<file path="config.mk">
export PLATFORM = sky130hd
export DESIGN_NAME = npc_seq_ctrl
export DESIGN_NICKNAME = d
export VERILOG_FILES = /design/src/rtl/npc_ctrl_pkg.sv /design/src/rtl/npc_watchdog.sv /design/src/rtl/npc_seq_ctrl.sv
export SDC_FILE = /design/constraint.sdc
export NUM_CORES = 1
export LEC_CHECK = 0
export ABC_AREA = 1
export BUFFER_PORTS_ARGS = -buffer_cell sky130_fd_sc_hd__buf_2
export CAP_MARGIN = 30
export CORE_MARGIN = 5
export CORE_UTILIZATION = 47
export CTS_CLUSTER_DIAMETER = 80
export DETAILED_ROUTE_END_ITERATION = 8
export GPL_ROUTABILITY_DRIVEN = 0
export GPL_TIMING_DRIVEN = 0
export PLACE_DENSITY = 0.76
export SLEW_MARGIN = 25
export SYNTH_ARGS = -nofsm -noshare
export SYNTH_HDL_FRONTEND = slang
export SYNTH_SLANG_ARGS = --single-unit
</file>
<file path="constraint.sdc">
create_clock -name clk -period 1.45 [get_ports clk]
set_input_delay 0.29 -clock clk [delete_from_list [all_inputs] [get_ports clk]]
set_output_delay 0.29 -clock clk [all_outputs]
set_load 0.005 [all_outputs]
</file>
<file path="src/rtl/npc_ctrl_pkg.sv">
// Shared types and constants for the NPC sequencer: FSM state encoding,
// halt-cause codes and the default bus-wait limit.
package npc_ctrl_pkg;

   typedef enum logic [2:0] {
      S_IDLE   = 3'd0,
      S_FETCH  = 3'd1,
      S_DECODE = 3'd2,
      S_EXEC   = 3'd3,
      S_MEM    = 3'd4,
      S_WB     = 3'd5,
      S_HALT   = 3'd6
   } npc_state_t;

   localparam logic [1:0] CAUSE_NONE    = 2'd0;
   localparam logic [1:0] CAUSE_EBREAK  = 2'd1;
   localparam logic [1:0] CAUSE_ILLEGAL = 2'd2;
   localparam logic [1:0] CAUSE_TIMEOUT = 2'd3;

   localparam int NPC_TIMEOUT_DEFAULT = 1024;

endpackage

</file>
<file path="src/rtl/npc_watchdog.sv">
// Bus-wait watchdog: counts consecutive waiting cycles and flags expiry on the
// TIMEOUT_CYCLES-th one. Only instantiated when NPC_WATCHDOG_EN is defined.
module npc_watchdog
   import npc_ctrl_pkg::*;
#(
   parameter int TIMEOUT_CYCLES = NPC_TIMEOUT_DEFAULT
) (
   input  logic clk,
   input  logic rst,
   input  logic i_waiting,
   output logic o_expired
);

   localparam int CW = $clog2(TIMEOUT_CYCLES) + 1;

   logic [CW-1:0] r_cnt;

   // r_cnt holds the number of wait cycles already spent, so it is zero on
   // entry to FETCH/MEM and the current cycle is wait number r_cnt+1.
   always_ff @(posedge clk) begin
      if (rst || !i_waiting) begin
         r_cnt <= '0;
      end else begin
         r_cnt <= r_cnt + CW'(1);
      end
   end

   assign o_expired = i_waiting && (r_cnt == CW'(TIMEOUT_CYCLES - 1));

endmodule

</file>
<file path="src/rtl/npc_seq_ctrl.sv">
// Multicycle IDLE/FETCH/DECODE/EXEC/MEM/WB/HALT sequencer for the NPC core.
// Define NPC_WATCHDOG_EN to add the bus-wait watchdog (halt cause 3).
module npc_seq_ctrl
   import npc_ctrl_pkg::*;
#(
   parameter int TIMEOUT_CYCLES = NPC_TIMEOUT_DEFAULT
) (
   input  logic        clk,
   input  logic        rst,
   input  logic        start,
   output logic        ifu_req,
   input  logic        ifu_valid,
   input  logic [31:0] inst,
   output logic [31:0] ir,
   input  logic        unknown_code,
   input  logic        is_ebreak,
   input  logic        is_load,
   input  logic        is_store,
   input  logic        dec_rf_wen,
   output logic        lsu_req,
   output logic        lsu_we,
   input  logic        lsu_done,
   output logic        rf_we,
   output logic        pc_we,
   output logic        halt,
   output logic [1:0]  halt_cause,
   output logic [63:0] inst_cnt
);

   npc_state_t  r_state;
   npc_state_t  w_state_nxt;
   logic [1:0]  r_cause;
   logic [1:0]  w_cause_nxt;
   logic [31:0] r_ir;
   logic        r_rf_we;
   logic        r_lsu_we;
   logic [63:0] r_inst_cnt;
   logic        w_timeout;

   if (TIMEOUT_CYCLES < 1) begin : g_bad_timeout
      $error("npc_seq_ctrl: TIMEOUT_CYCLES must be at least 1");
   end

`ifdef NPC_WATCHDOG_EN
   logic w_waiting;

   assign w_waiting = (r_state == S_FETCH) || (r_state == S_MEM);

   npc_watchdog #(
      .TIMEOUT_CYCLES(TIMEOUT_CYCLES)
   ) u_watchdog (
      .clk       (clk),
      .rst       (rst),
      .i_waiting (w_waiting),
      .o_expired (w_timeout)
   );
`else
   assign w_timeout = 1'b0;
`endif

   always_comb begin
      w_state_nxt = r_state;
      w_cause_nxt = r_cause;
      case (r_state)
         S_IDLE: begin
            if (start) w_state_nxt = S_FETCH;
         end
         // Arriving valid/done beats a watchdog expiry in the same cycle.
         S_FETCH: begin
            if (ifu_valid) begin
               w_state_nxt = S_DECODE;
            end else if (w_timeout) begin
               w_state_nxt = S_HALT;
               w_cause_nxt = CAUSE_TIMEOUT;
            end
         end
         S_DECODE: begin
            if (unknown_code) begin
               w_state_nxt = S_HALT;
               w_cause_nxt = CAUSE_ILLEGAL;
            end else if (is_ebreak) begin
               w_state_nxt = S_HALT;
               w_cause_nxt = CAUSE_EBREAK;
            end else begin
               w_state_nxt = S_EXEC;
            end
         end
         S_EXEC: begin
            w_state_nxt = (is_load || is_store) ? S_MEM : S_WB;
         end
         S_MEM: begin
            if (lsu_done) begin
               w_state_nxt = S_WB;
            end else if (w_timeout) begin
               w_state_nxt = S_HALT;
               w_cause_nxt = CAUSE_TIMEOUT;
            end
         end
         S_WB:    w_state_nxt = S_FETCH;
         S_HALT:  w_state_nxt = S_HALT;
         default: w_state_nxt = S_IDLE;
      endcase
   end

   // Strobes that follow decoder inputs are registered one cycle ahead so no
   // input reaches an output combinationally.
   always_ff @(posedge clk) begin
      if (rst) begin
         r_state    <= S_IDLE;
         r_cause    <= CAUSE_NONE;
         r_ir       <= '0;
         r_rf_we    <= 1'b0;
         r_lsu_we   <= 1'b0;
         r_inst_cnt <= '0;
      end else begin
         r_state  <= w_state_nxt;
         r_cause  <= w_cause_nxt;
         r_rf_we  <= (w_state_nxt == S_WB) && dec_rf_wen;
         r_lsu_we <= (w_state_nxt == S_MEM) && is_store;
         if ((r_state == S_FETCH) && ifu_valid) begin
            r_ir <= inst;
         end
         if (r_state == S_WB) begin
            r_inst_cnt <= r_inst_cnt + 64'd1;
         end
      end
   end

   assign ifu_req    = (r_state == S_FETCH);
   assign lsu_req    = (r_state == S_MEM);
   assign pc_we      = (r_state == S_WB);
   assign halt       = (r_state == S_HALT);
   assign lsu_we     = r_lsu_we;
   assign rf_we      = r_rf_we;
   assign halt_cause = r_cause;
   assign ir         = r_ir;
   assign inst_cnt   = r_inst_cnt;

endmodule

</file>
==> key figures, run 1 <==
Global route
  – Vias in the first global route: 5559
  – Largest net degree at the start of global routing: 20
  – Gr usage total: between 20% and 30%
  – Total gr overflow: 0
  – First-pass GRT wire length: ~27 mm
  – Initial antenna violation count: 0

Drt
  – DR vias/cell: between 5 and 6
  – DRT Pass-1 Iters: 6
  – Initial DRC Count: 579
  – Residual DRC: 0
  – Total Routed Length: approximately 19 mm
  – Routed Antenna Nets: 0
  – Via count: approximately 6300
  – DR WL/cell: 16.6 um

Setup path
  – R2R depth: 8
  – Reg2reg setup slack: -300 ps
  – RR Startpoint: inst_cnt[13]$_SDFFE_PP0P_
  – Crit. End Element: flop
  – Buf+Inv Stages, Crit Path: 0
  – CP dominant cell by count: nand2_1
  – Crit Path Max Fanout: 4
  – Critical path type: flop to flop
  – Critical-path top delay cell: dfxtp_2
  – Critical path data arrival time: slightly above 2000 ps
  – CP Data Required Time: 1760 ps
  – Top delay family on crit path: simple AND/OR/NAND/NOR gates
  – Critical-path cell list: nand2_1 -> nor2_4 -> nand3_4 -> nor3_4 -> nand3_2 -> nand2_1 -> nand2_1 -> nor2_1
  – R2R Path End: inst_cnt[48]$_SDFFE_PP0P_
  – CP Launch Type: flop
  – CP peak stage delay: ~400 ps

Layout
  – Syn-to-layout area delta: 47.0%
  – Non-Filler Instances: 1154
  – Fillcell total: 890
  – Multi-input gate area: roughly 3500 um^2
  – Net count, final: between 1000 and 1500
  – Antenna diodes: 0
  – Share of cells above drive strength 1: around 44%
  – Register area: approximately 2200 um^2

Clock tree
  – CTS root buffer: clkbuf_8
  – TritonCTS Sinks: between 100 and 150
  – Clk slew on worst S/H paths: 120 ps
  – Clock Path Buffers: 2
  – CTS tree: built
  – Number of hold buffers added after cts: 0
  – CTS buffer count: 9
  – Clock latency at the later pin of the worst-skew pair: 380 ps
  – H-tree depth: 3

STA
  – Final hold slack: roughly 130 ps
  – Setup WS post-layout: -297 ps
  – Unrepaired setup endpoints after global routing: true
  – Slew HR: 47.0%
  – Fin crit share: 121%
  – Endpoints failing setup: 54
  – Max-slew violations: 0
  – Final setup TNS: -7400 ps
  – Tmin final: approximately 1700 ps
  – Actual slew at the worst max-slew pin: slightly below 800 ps
  – Final Hold Fails: 0
  – Setup Skew: roughly 23 ps
  – Max frequency: around 0.57 GHz

Die
  – Boundary pin count: 146
  – Die Y-Extent: approximately 120 um
  – Initial Util: a little under half
  – Core area: about 11000 um^2
  – Row cnt: 38
  – Chip width: 115 um
  – Die area: 13300 um^2

Synth
  – Syn_area_per_cell: 6.50 um^2
  – Synth cell types: 35
  – Largest cells by area after synthesis: dfxtp_1 (40%), nor2_1 (17%), nand2_1 (12%)
  – Post-Syn Instances: roughly 800
  – Syn Std Cell Area: 5190 um^2
  – Synth warn: 0
  – Yosys top cell by area: dfxtp_1
  – Xor/xnor share of the synthesized area: roughly 2.4%
  – Synth Net Count: approximately 840
  – Largest family of logic cells by synthesized area: simple AND/OR/NAND/NOR gates
  – Area share of the largest cell type after synthesis: approximately 40%
  – Simple logic cell fraction of the synthesized area: a little over two fifths
  – Seq/Total Area, Yosys: 39.7%
  – Adder-cell share of the synthesized area: less than 1%
  – Mux contribution to synthesized area: 0%
  – Synthesized flop and latch total: roughly 100
  – Compound-gate portion of the synthesized area: slightly above 8%

Place
  – HPWL after detailed placement: about 12 mm
  – Setup slack at placement: -362 ps
  – Number of I/O port buffers: approximately 150
  – Dpl cells: 1084

Power
  – Leakage power: ~3.3 nW
  – Worst IR Drop VDD: 0.000447 V
  – Cell area power density: 700 nW/um^2

Outcome
  – Failing checks: negative setup slack
  – Status: finished, violations left

Min path
  – Hold Path End: rf_we$_SDFF_PP0_
  – Cell count of the worst hold path: 3
  – Hold Startpoint: dec_rf_wen
  – Worst hold path class: primary input to flop

Run
  – Max Cap Violations: 0
==> cell usage in the layout, fill, tap and decap left out, types with 5 or more instances in the layout <==
cell	count
nor3_1	8
nor2_1	180
inv_2	5
nor2_2	27
dfxtp_2	33
o21ai_1	26
buf_6	12
nand3_4	6
nor3_4	5
dfxtp_4	20
xor2_1	10
clkbuf_1	10
nand3_2	18
nor2_4	42
buf_4	47
inv_1	60
o21ai_2	8
nand2_4	13
o21ai_0	17
nand3_1	19
clkbuf_8	9
nand2_1	130
nand2_2	32
nand4_1	19
dfxtp_1	50
a21oi_1	21
buf_2	145
==> tightest hold or removal path: stages <==
cell	delay (ps)
buf_2	100
nand2_1	50
nor2_1	40
==> per-stage QoR <==
stage | power (mW) | area [um^2] | utilization (%)
after floorplan | 3.31 | 5200 | -
after global placement | 3.52 | 6100 | 56.3
after detailed placement | 3.53 | 6100 | 56.3
after CTS | 5.31 | 6950 | 64.2
after global routing | 5.54 | 7630 | 70.4
final | 5.35 | 7630 | 70.4
==> metal layers <==
layer / share of wire [%] / track usage, % / wire length [um] / vias to the layer above
li1: - / - / - / 2973
met4: 5.4 / 11.4 / 1030 / 0
met2: 48 / 42.2 / 9230 / 361
met1: 38 / 31.8 / 7320 / 2888
met5: 0 / 0 / 0 / -
met3: 8.1 / 3.79 / 1550 / 91
==> cell families (layout without fill, tap and decap cells) <==
family,Yosys count,count (layout)
fa+ha+maj,1,1
compound gates,82,82
buf+inv,89,304
simple gates,510,510
flops,103,103
xor+xnor,14,14
==> repair_timing <==
item / 4_1_cts / 5_1_grt
resized for setup: 154 / 180
setup endpoints to repair: 88 / 89
buffers inserted: 29 / 25
pin swaps: 40 / 54
==> cells in the mapped netlist <==
cell type and instances:
clkbuf_1 12, nor2_1 229, a21o_1 1, o21a_1 2, clkinv_1 1, and3_1 1, nand2_1 171, nor3_2 2
nand4_2 1, buf_2 4, clkinv_2 2, o21ai_0 49, and2_1 3, o21bai_1 1, inv_2 2, a21oi_1 23
nand2_2 3, nor2_4 8, nand2_4 2, nand3_4 1, buf_6 1, inv_1 67, o21ai_1 2, nand4_1 19
nor2_2 12, nor3_4 1, dfxtp_1 103, xnor2_1 4, ha_1 1, nor3_1 14, nand3_1 39, nand3_2 3
a31oi_1 4, xor2_1 10, nor3b_1 1
==> worst max-delay path by stage <==
stage	slack (ps)	cells past startpoint	to	start
2_1_floorplan	4	7	inst_cnt[53]$_SDFFE_PP0P_	inst_cnt[5]$_SDFFE_PP0P_
3_3_place_gp	-340	7	inst_cnt[53]$_SDFFE_PP0P_	inst_cnt[5]$_SDFFE_PP0P_
3_5_place_dp	-360	7	inst_cnt[53]$_SDFFE_PP0P_	inst_cnt[3]$_SDFFE_PP0P_
4_1_cts	-120	4	lsu_req	r_state[0]$_SDFF_PP0_
5_1_grt	-320	10	inst_cnt[54]$_SDFFE_PP0P_	inst_cnt[0]$_SDFFE_PP0P_
6_report	-300	8	inst_cnt[48]$_SDFFE_PP0P_	inst_cnt[13]$_SDFFE_PP0P_
==> report_power, final <==
group / internal, mW / switching [mW]
clock network: 0.674 / 1.12
logic: 0.268 / 0.340
registers: 2.89 / 0.0534
total: 3.83 / 1.52
==> state kept, by name, indices dropped and copies added (netlist names) <==
name	count
r_state	3
inst_cnt	64
rf_we	1
halt_cause	2
lsu_we	1
ir	32
==> final cells by class <==
type	count	share of cell area (%)
Multi-Input combinational cell	607	45.9
Sequential cell	103	28.5
Timing Repair Buffer	199	15.5
Inverter	72	3.80
Tap cell	140	2.29
Clock buffer	10	1.67
Buffer	17	1.49
Clock inverter	6	0.754
No activity file was read; power rests on OpenSTA's default activity.
==> run 2, diff against run 1 <==
--- a/config.mk
+++ b/config.mk
@@ -19,3 +19,4 @@
 export SYNTH_ARGS = -nofsm -noshare
 export SYNTH_HDL_FRONTEND = slang
 export SYNTH_SLANG_ARGS = --single-unit
+export TNS_END_PERCENT = 50
==> key figures, run 2 (synthesis results as in run 1) <==
STA
  – Slew HR: 46.9% (-0.12 points)
  – Setup WS post-layout: -271 ps (+26.2 ps)
  – Max-slew violations: 0 (unchanged)
  – Endpoints failing setup: 54 (unchanged)
  – Setup Skew: 21.0 ps (-2.43 ps)
  – Unrepaired setup endpoints after global routing: true
  – Fin crit share: 119% (-1.8 points)
  – Max frequency: 0.581 GHz (+1.5%)
  – Actual slew at the worst max-slew pin: 797 ps (+1.73 ps)
  – Final Hold Fails: 0 (unchanged)
  – Tmin final: 1720 ps (-26.2 ps)

Min path
  – Worst hold path class: primary input to flop
  – Hold Startpoint: dec_rf_wen
  – Hold Path End: rf_we$_SDFF_PP0_
  – Cell count of the worst hold path: 3 (unchanged)

Layout
  – Final Util: 69.8% (-0.66 points)
  – Leading cell types in the layout, fill and taps excluded: nor2_1 (180), buf_2 (147), nand2_1 (132), inv_1 (60), dfxtp_1 (50)
  – Max reg flops: 64 (unchanged)
  – Share of cells above drive strength 1: 43.6% (-0.70 points)
  – Net count, final: 1050 (-0.19%)
  – Antenna diodes: 0 (unchanged)
  – Syn-to-layout area delta: 45.6%
  – Most common cell after layout, fill and taps aside: nor2_1

Setup path
  – Crit. End Element: flop
  – Critical-path cell list: ha_4 -> inv_2 -> nor2_4 -> nand3_1 -> nor2_4 -> nand3_2 -> nor2_1 -> nand2_1 -> nand2_1 -> nor2_1
  – CP Launch Type: flop
  – R2R Path End: inst_cnt[54]$_SDFFE_PP0P_
  – Crit Path Max Fanout: 5 (+1)
  – Critical-path top delay cell: dfxtp_2
  – Critical path type: flop to flop
  – R2R depth: 10 (+2)
  – Reg2reg setup slack: -270 ps (+30 ps)
  – CP Data Required Time: 1690 ps (-70 ps)
  – CP peak stage delay: 400 ps (about the same)
  – RR Startpoint: inst_cnt[1]$_SDFFE_PP0P_
  – Critical path data arrival time: 1960 ps (-90 ps)

Power
  – Comb pwr share: 10.8% (-0.6 points)
  – Int Power: 3.81 mW (-0.42%)
  – Power Total: 5.33 mW (-0.24%)
  – Clock power frac: 34.0% (+0.4 points)
  – Seq pwr share: 55.2% (+0.2 points)
  – Cell area power density: 705 nW/um^2 (+0.70%)
  – Leakage power: 3.24 nW (-0.80%)
  – Worst IR Drop VDD: 0.000443 V (-0.88%)
  – Sw power: 1.52 mW (+0.21%)
  – Sw Ratio: 28.5% (+0.13 points)

Drt
  – DRT Pass-1 Iters: 5 (-1)
  – DR vias/cell: 5.44 (-0.48%)
  – DR WL/cell: 16.5 um (-0.52%)
  – Routed Antenna Nets: 0 (unchanged)
  – Initial DRC Count: 671 (+16%)
  – Via count: 6272 (-0.65%)
  – Residual DRC: 0 (unchanged)
  – Total Routed Length: 19.0 mm (-0.69%)

Clock tree
  – CTS buffer count: 9 (unchanged)
  – Number of hold buffers added after cts: 0 (unchanged)
  – Clk slew on worst S/H paths: 120 ps (about the same)
  – Clock latency at the later pin of the worst-skew pair: 380 ps (about the same)
  – H-tree depth: 3 (unchanged)
  – Clock Path Buffers: 2 (unchanged)
  – CTS tree: built
  – TritonCTS Sinks: 103 (unchanged)
  – CTS root buffer: clkbuf_8

Die
  – Row cnt: 38 (unchanged)
  – Chip width: 115 um (unchanged)
  – Die Y-Extent: 115 um (unchanged)
  – Die area: 13300 um^2 (unchanged)
  – Core area: 10800 um^2 (unchanged)
  – Initial Util: 47.9% (unchanged)
  – Boundary pin count: 146 (unchanged)

Global route
  – Initial antenna violation count: 0 (unchanged)
  – First-pass GRT wire length: 26.7 mm (unchanged)
  – Gr usage total: 25.1% (unchanged)
  – Vias in the first global route: 5559 (unchanged)
  – Total gr overflow: 0 (unchanged)
  – Largest net degree at the start of global routing: 20 (unchanged)

Place
  – Number of I/O port buffers: 145 (unchanged)
  – HPWL after detailed placement: 12.2 mm (unchanged)

Run
  – Max Cap Violations: 0 (unchanged)

Outcome
  – Status: finished, violations left
  – Failing checks: negative setup slack
==> run 2: per-layer routing <==
metal	global-route usage, %	share of wire (%)	up-vias
met1	31.8	38	2887
li1	-	-	2954
met4	11.4	5.3	0
met3	3.79	8.3	91
met2	42.2	48	340
met5	0	0	-
==> run 2: critical path, delay by kind of cell (launching register included) <==
family | cells | cell delay, ps
simple gates | 8 | 970
flops | 1 | 400
fa+ha+maj | 1 | 160
buf+inv | 1 | 50
==> run 2: per-stage QoR <==
step	hold WS (ps)	TNS [ps]	instances	setup slack, ps	cell area [um^2]
finish	129	-7290	1152	-271	7560
global route	151	-10850	1152	-352	7560
CTS	124	-1930	1129	-123	6950
detailed placement	466	-9590	1084	-362	6100
global placement	456	-8120	1084	-342	6100
floorplan	411	0	799	4.29	5200
==> run 2: worst max-delay path by stage <==
stage | end | startpoint | slack (ps)
2_1_floorplan | inst_cnt[53]$_SDFFE_PP0P_ | inst_cnt[5]$_SDFFE_PP0P_ | 4
3_3_place_gp | inst_cnt[53]$_SDFFE_PP0P_ | inst_cnt[5]$_SDFFE_PP0P_ | -340
3_5_place_dp | inst_cnt[53]$_SDFFE_PP0P_ | inst_cnt[3]$_SDFFE_PP0P_ | -360
4_1_cts | lsu_req | r_state[0]$_SDFF_PP0_ | -120
5_1_grt | inst_cnt[54]$_SDFFE_PP0P_ | inst_cnt[1]$_SDFFE_PP0P_ | -350
6_report | inst_cnt[54]$_SDFFE_PP0P_ | inst_cnt[1]$_SDFFE_PP0P_ | -270
==> run 2: area by class of cell <==
| type | count | area (um^2) |
|---|---|---|
| Multi-Input combinational cell | 607 | 3480 |
| Fill cell | 900 | 3280 |
| Sequential cell | 103 | 2180 |
| Timing Repair Buffer | 197 | 1160 |
| Inverter | 72 | 288 |
| Tap cell | 140 | 175 |
| Clock buffer | 10 | 128 |
| Buffer | 17 | 93.8 |
| Clock inverter | 6 | 57.6 |
==> run 2: repair_timing <==
action                     4_1_cts  5_1_grt
pin swaps                       40       54
gates resized for setup        154      147
buffers inserted                29       23
setup endpoints to repair       88       89
==> run 2: power by group through the flow <==
| stage | registers, mW | logic (mW) | clock network, mW |
|---|---|---|---|
| 3_5_place_dp | 3.04 | 0.496 | 0 |
| 6_report | 2.94 | 0.575 | 1.81 |
| 5_1_grt | 2.96 | 0.643 | 1.91 |
| 3_3_place_gp | 3.03 | 0.486 | 0 |
| 2_1_floorplan | 3.05 | 0.258 | 0 |
| 4_1_cts | 2.96 | 0.538 | 1.81 |
==> run 3, diff against run 2 <==
--- a/config.mk
+++ b/config.mk
@@ -15,6 +15,7 @@
 export GPL_ROUTABILITY_DRIVEN = 0
 export GPL_TIMING_DRIVEN = 0
 export PLACE_DENSITY = 0.76
+export REMOVE_ABC_BUFFERS = 1
 export SLEW_MARGIN = 25
 export SYNTH_ARGS = -nofsm -noshare
 export SYNTH_HDL_FRONTEND = slang
==> key figures, run 3 (synthesis results as in run 1) <==
Clock tree
  – TritonCTS Sinks: 103 (unchanged)
  – CTS buffer count: 9 (unchanged)
  – Clock latency at the later pin of the worst-skew pair: 380 ps (about the same)
  – CTS tree: built
  – Clk slew on worst S/H paths: 100 ps (-20 ps)
  – Clock Path Buffers: 2 (unchanged)
  – H-tree depth: 3 (unchanged)
  – CTS root buffer: clkbuf_8

Place
  – Number of I/O port buffers: 145 (unchanged)
  – Area after DPL: 6040 um^2 (-1.1%)
  – HPWL after detailed placement: 11.1 mm (-9.0%)
  – Setup slack at placement: -914 ps (-552 ps)

Layout
  – Antenna diodes: 0 (unchanged)
  – Post-route cell area: 7430 um^2 (-1.8%)
  – Net count, final: 1034 (-1.5%)
  – Max reg flops: 64 (unchanged)
  – Leading cell types in the layout, fill and taps excluded: nor2_1 (189), nand2_1 (145), buf_2 (142), inv_1 (61), dfxtp_1 (59)
  – Share of cells above drive strength 1: 40.2% (-3.4 points)
  – Most common cell after layout, fill and taps aside: nor2_1
  – Syn-to-layout area delta: 43.0%
  – Final Util: 68.5% (-1.2 points)

STA
  – Slew HR: 68.0% (+21 points)
  – Final hold slack: 127 ps (-1.31 ps)
  – Max-slew violations: 0 (unchanged)
  – Setup WS post-layout: -197 ps (+74.4 ps)
  – Actual slew at the worst max-slew pin: 481 ps (-316 ps)
  – Setup Skew: 14.9 ps (-6.06 ps)
  – Unrepaired setup endpoints after global routing: true
  – Endpoints failing setup: 47 (-13%)
  – Final Hold Fails: 0 (unchanged)
  – Max frequency: 0.607 GHz (+4.5%)
  – Tmin final: 1650 ps (-74.4 ps)
  – Fin crit share: 114% (-5.1 points)

Setup path
  – RR Startpoint: inst_cnt[1]$_SDFFE_PP0P_
  – R2R Path End: inst_cnt[30]$_SDFFE_PP0P_
  – R2R depth: 8 (-2)
  – CP startpoint: inst_cnt[1]$_SDFFE_PP0P_
  – Crit. End Element: flop
  – Crit Path Max Fanout: 5 (unchanged)
  – Critical path data arrival time: 1900 ps (-60 ps)
  – Critical path type: flop to flop
  – CP Data Required Time: 1710 ps (+20 ps)
  – Reg2reg setup slack: -200 ps (+70 ps)
  – CP Launch Type: flop

Drt
  – Residual DRC: 0 (unchanged)
  – Routed Antenna Nets: 0 (unchanged)
  – Via count: 5894 (-6.0%)
  – Total Routed Length: 17.3 mm (-9.1%)
  – DRT Pass-1 Iters: 5 (unchanged)
  – Initial DRC Count: 463 (-31%)
  – DR vias/cell: 5.19 (-4.7%)
  – DR WL/cell: 15.2 um (-7.9%)

Global route
  – Initial antenna violation count: 0 (unchanged)
  – Gr usage total: 24.1% (-1.0 points)
  – Vias in the first global route: 5336 (-4.0%)
  – Total gr overflow: 0 (unchanged)
  – First-pass GRT wire length: 25.4 mm (-5.0%)
  – Largest net degree at the start of global routing: 40 (+100%)

Outcome
  – Failing checks: negative setup slack
  – Status: finished, violations left

Die
  – Row cnt: 38 (unchanged)
  – Boundary pin count: 146 (unchanged)
  – Die Y-Extent: 115 um (unchanged)
  – Initial Util: 47.9% (unchanged)
  – Die area: 13300 um^2 (unchanged)
  – Chip width: 115 um (unchanged)
  – Core area: 10800 um^2 (unchanged)

Min path
  – Hold Path End: rf_we$_SDFF_PP0_
  – Cell count of the worst hold path: 3 (unchanged)
  – Worst hold path class: primary input to flop
  – Hold Startpoint: dec_rf_wen

Power
  – Worst IR Drop VDD: 0.000711 V (+61%)
  – Leakage power: 3.18 nW (-2.0%)
  – Cell area power density: 761 nW/um^2 (+7.9%)

Run
  – Max Cap Violations: 0 (unchanged)
==> run 3: final cells by class <==
cell class                      count  area (um^2)
Fill cell                         902         3410
Multi-Input combinational cell    610         3380
Sequential cell                   103         2150
Timing Repair Buffer              193         1160
Inverter                           72          324
Tap cell                          140          175
Clock buffer                       10          138
Clock inverter                      6         83.8
Timing Repair inverter              2         22.5
==> run 3: per-stage QoR <==
step / TNS (ps) / total power [mW] / instances
floorplan: -11330 / 3.28 / 782
global placement: -134450 / 3.50 / 1067
detailed placement: -53870 / 3.51 / 1068
CTS: -3450 / 5.56 / 1108
global route: -9880 / 5.93 / 1136
finish: -4650 / 5.65 / 1136
==> run 3: worst max-delay path by stage <==
stage                                            to  slack (ps)  cells past startpoint
after global routing      inst_cnt[48]$_SDFFE_PP0P_        -310                      8
after detailed placement          lsu_we$_SDFF_PP0_        -910                      7
after CTS                 inst_cnt[47]$_SDFFE_PP0P_        -170                      9
after floorplan                   lsu_we$_SDFF_PP0_        -340                      7
final                     inst_cnt[30]$_SDFFE_PP0P_        -200                      8
after global placement          ir[21]$_SDFFE_PP0P_       -2040                      4
==> run 3: layer usage <==
metal  vias up  wire length (um)  global-route usage [%]
li1       2915                 -                       -
met1      2654              6630                    29.7
met2       283              8320                    38.9
met3        42              1770                    6.84
met4         0               526                    11.4
met5         -                 0                       0
==> run 3: what timing repair did <==
item                                    4_1_cts  5_1_grt
gates resized for setup                     135      110
hold buffers                                  0        0
buffers inserted                             24       24
pin swaps                                    37       41
endpoints found under the setup margin       98       98
gates cloned                                  0        5
==> run 3: report_power, final <==
part	total [mW]	internal (mW)	switching [mW]
Combinational	0.667	0.293	0.375
Sequential	2.96	2.90	0.0556
Clock	2.03	1.01	1.01
Total	5.65	4.21	1.44
==> run 3: critical path, cell delays in order (launching register included) <==
cell and delay (ps):
dfxtp_4 390, ha_4 160, inv_2 50, nor2_4 220, nand4_1 200, nor2_4 230
nand2_1 90, xor2_1 130, nor2_1 50
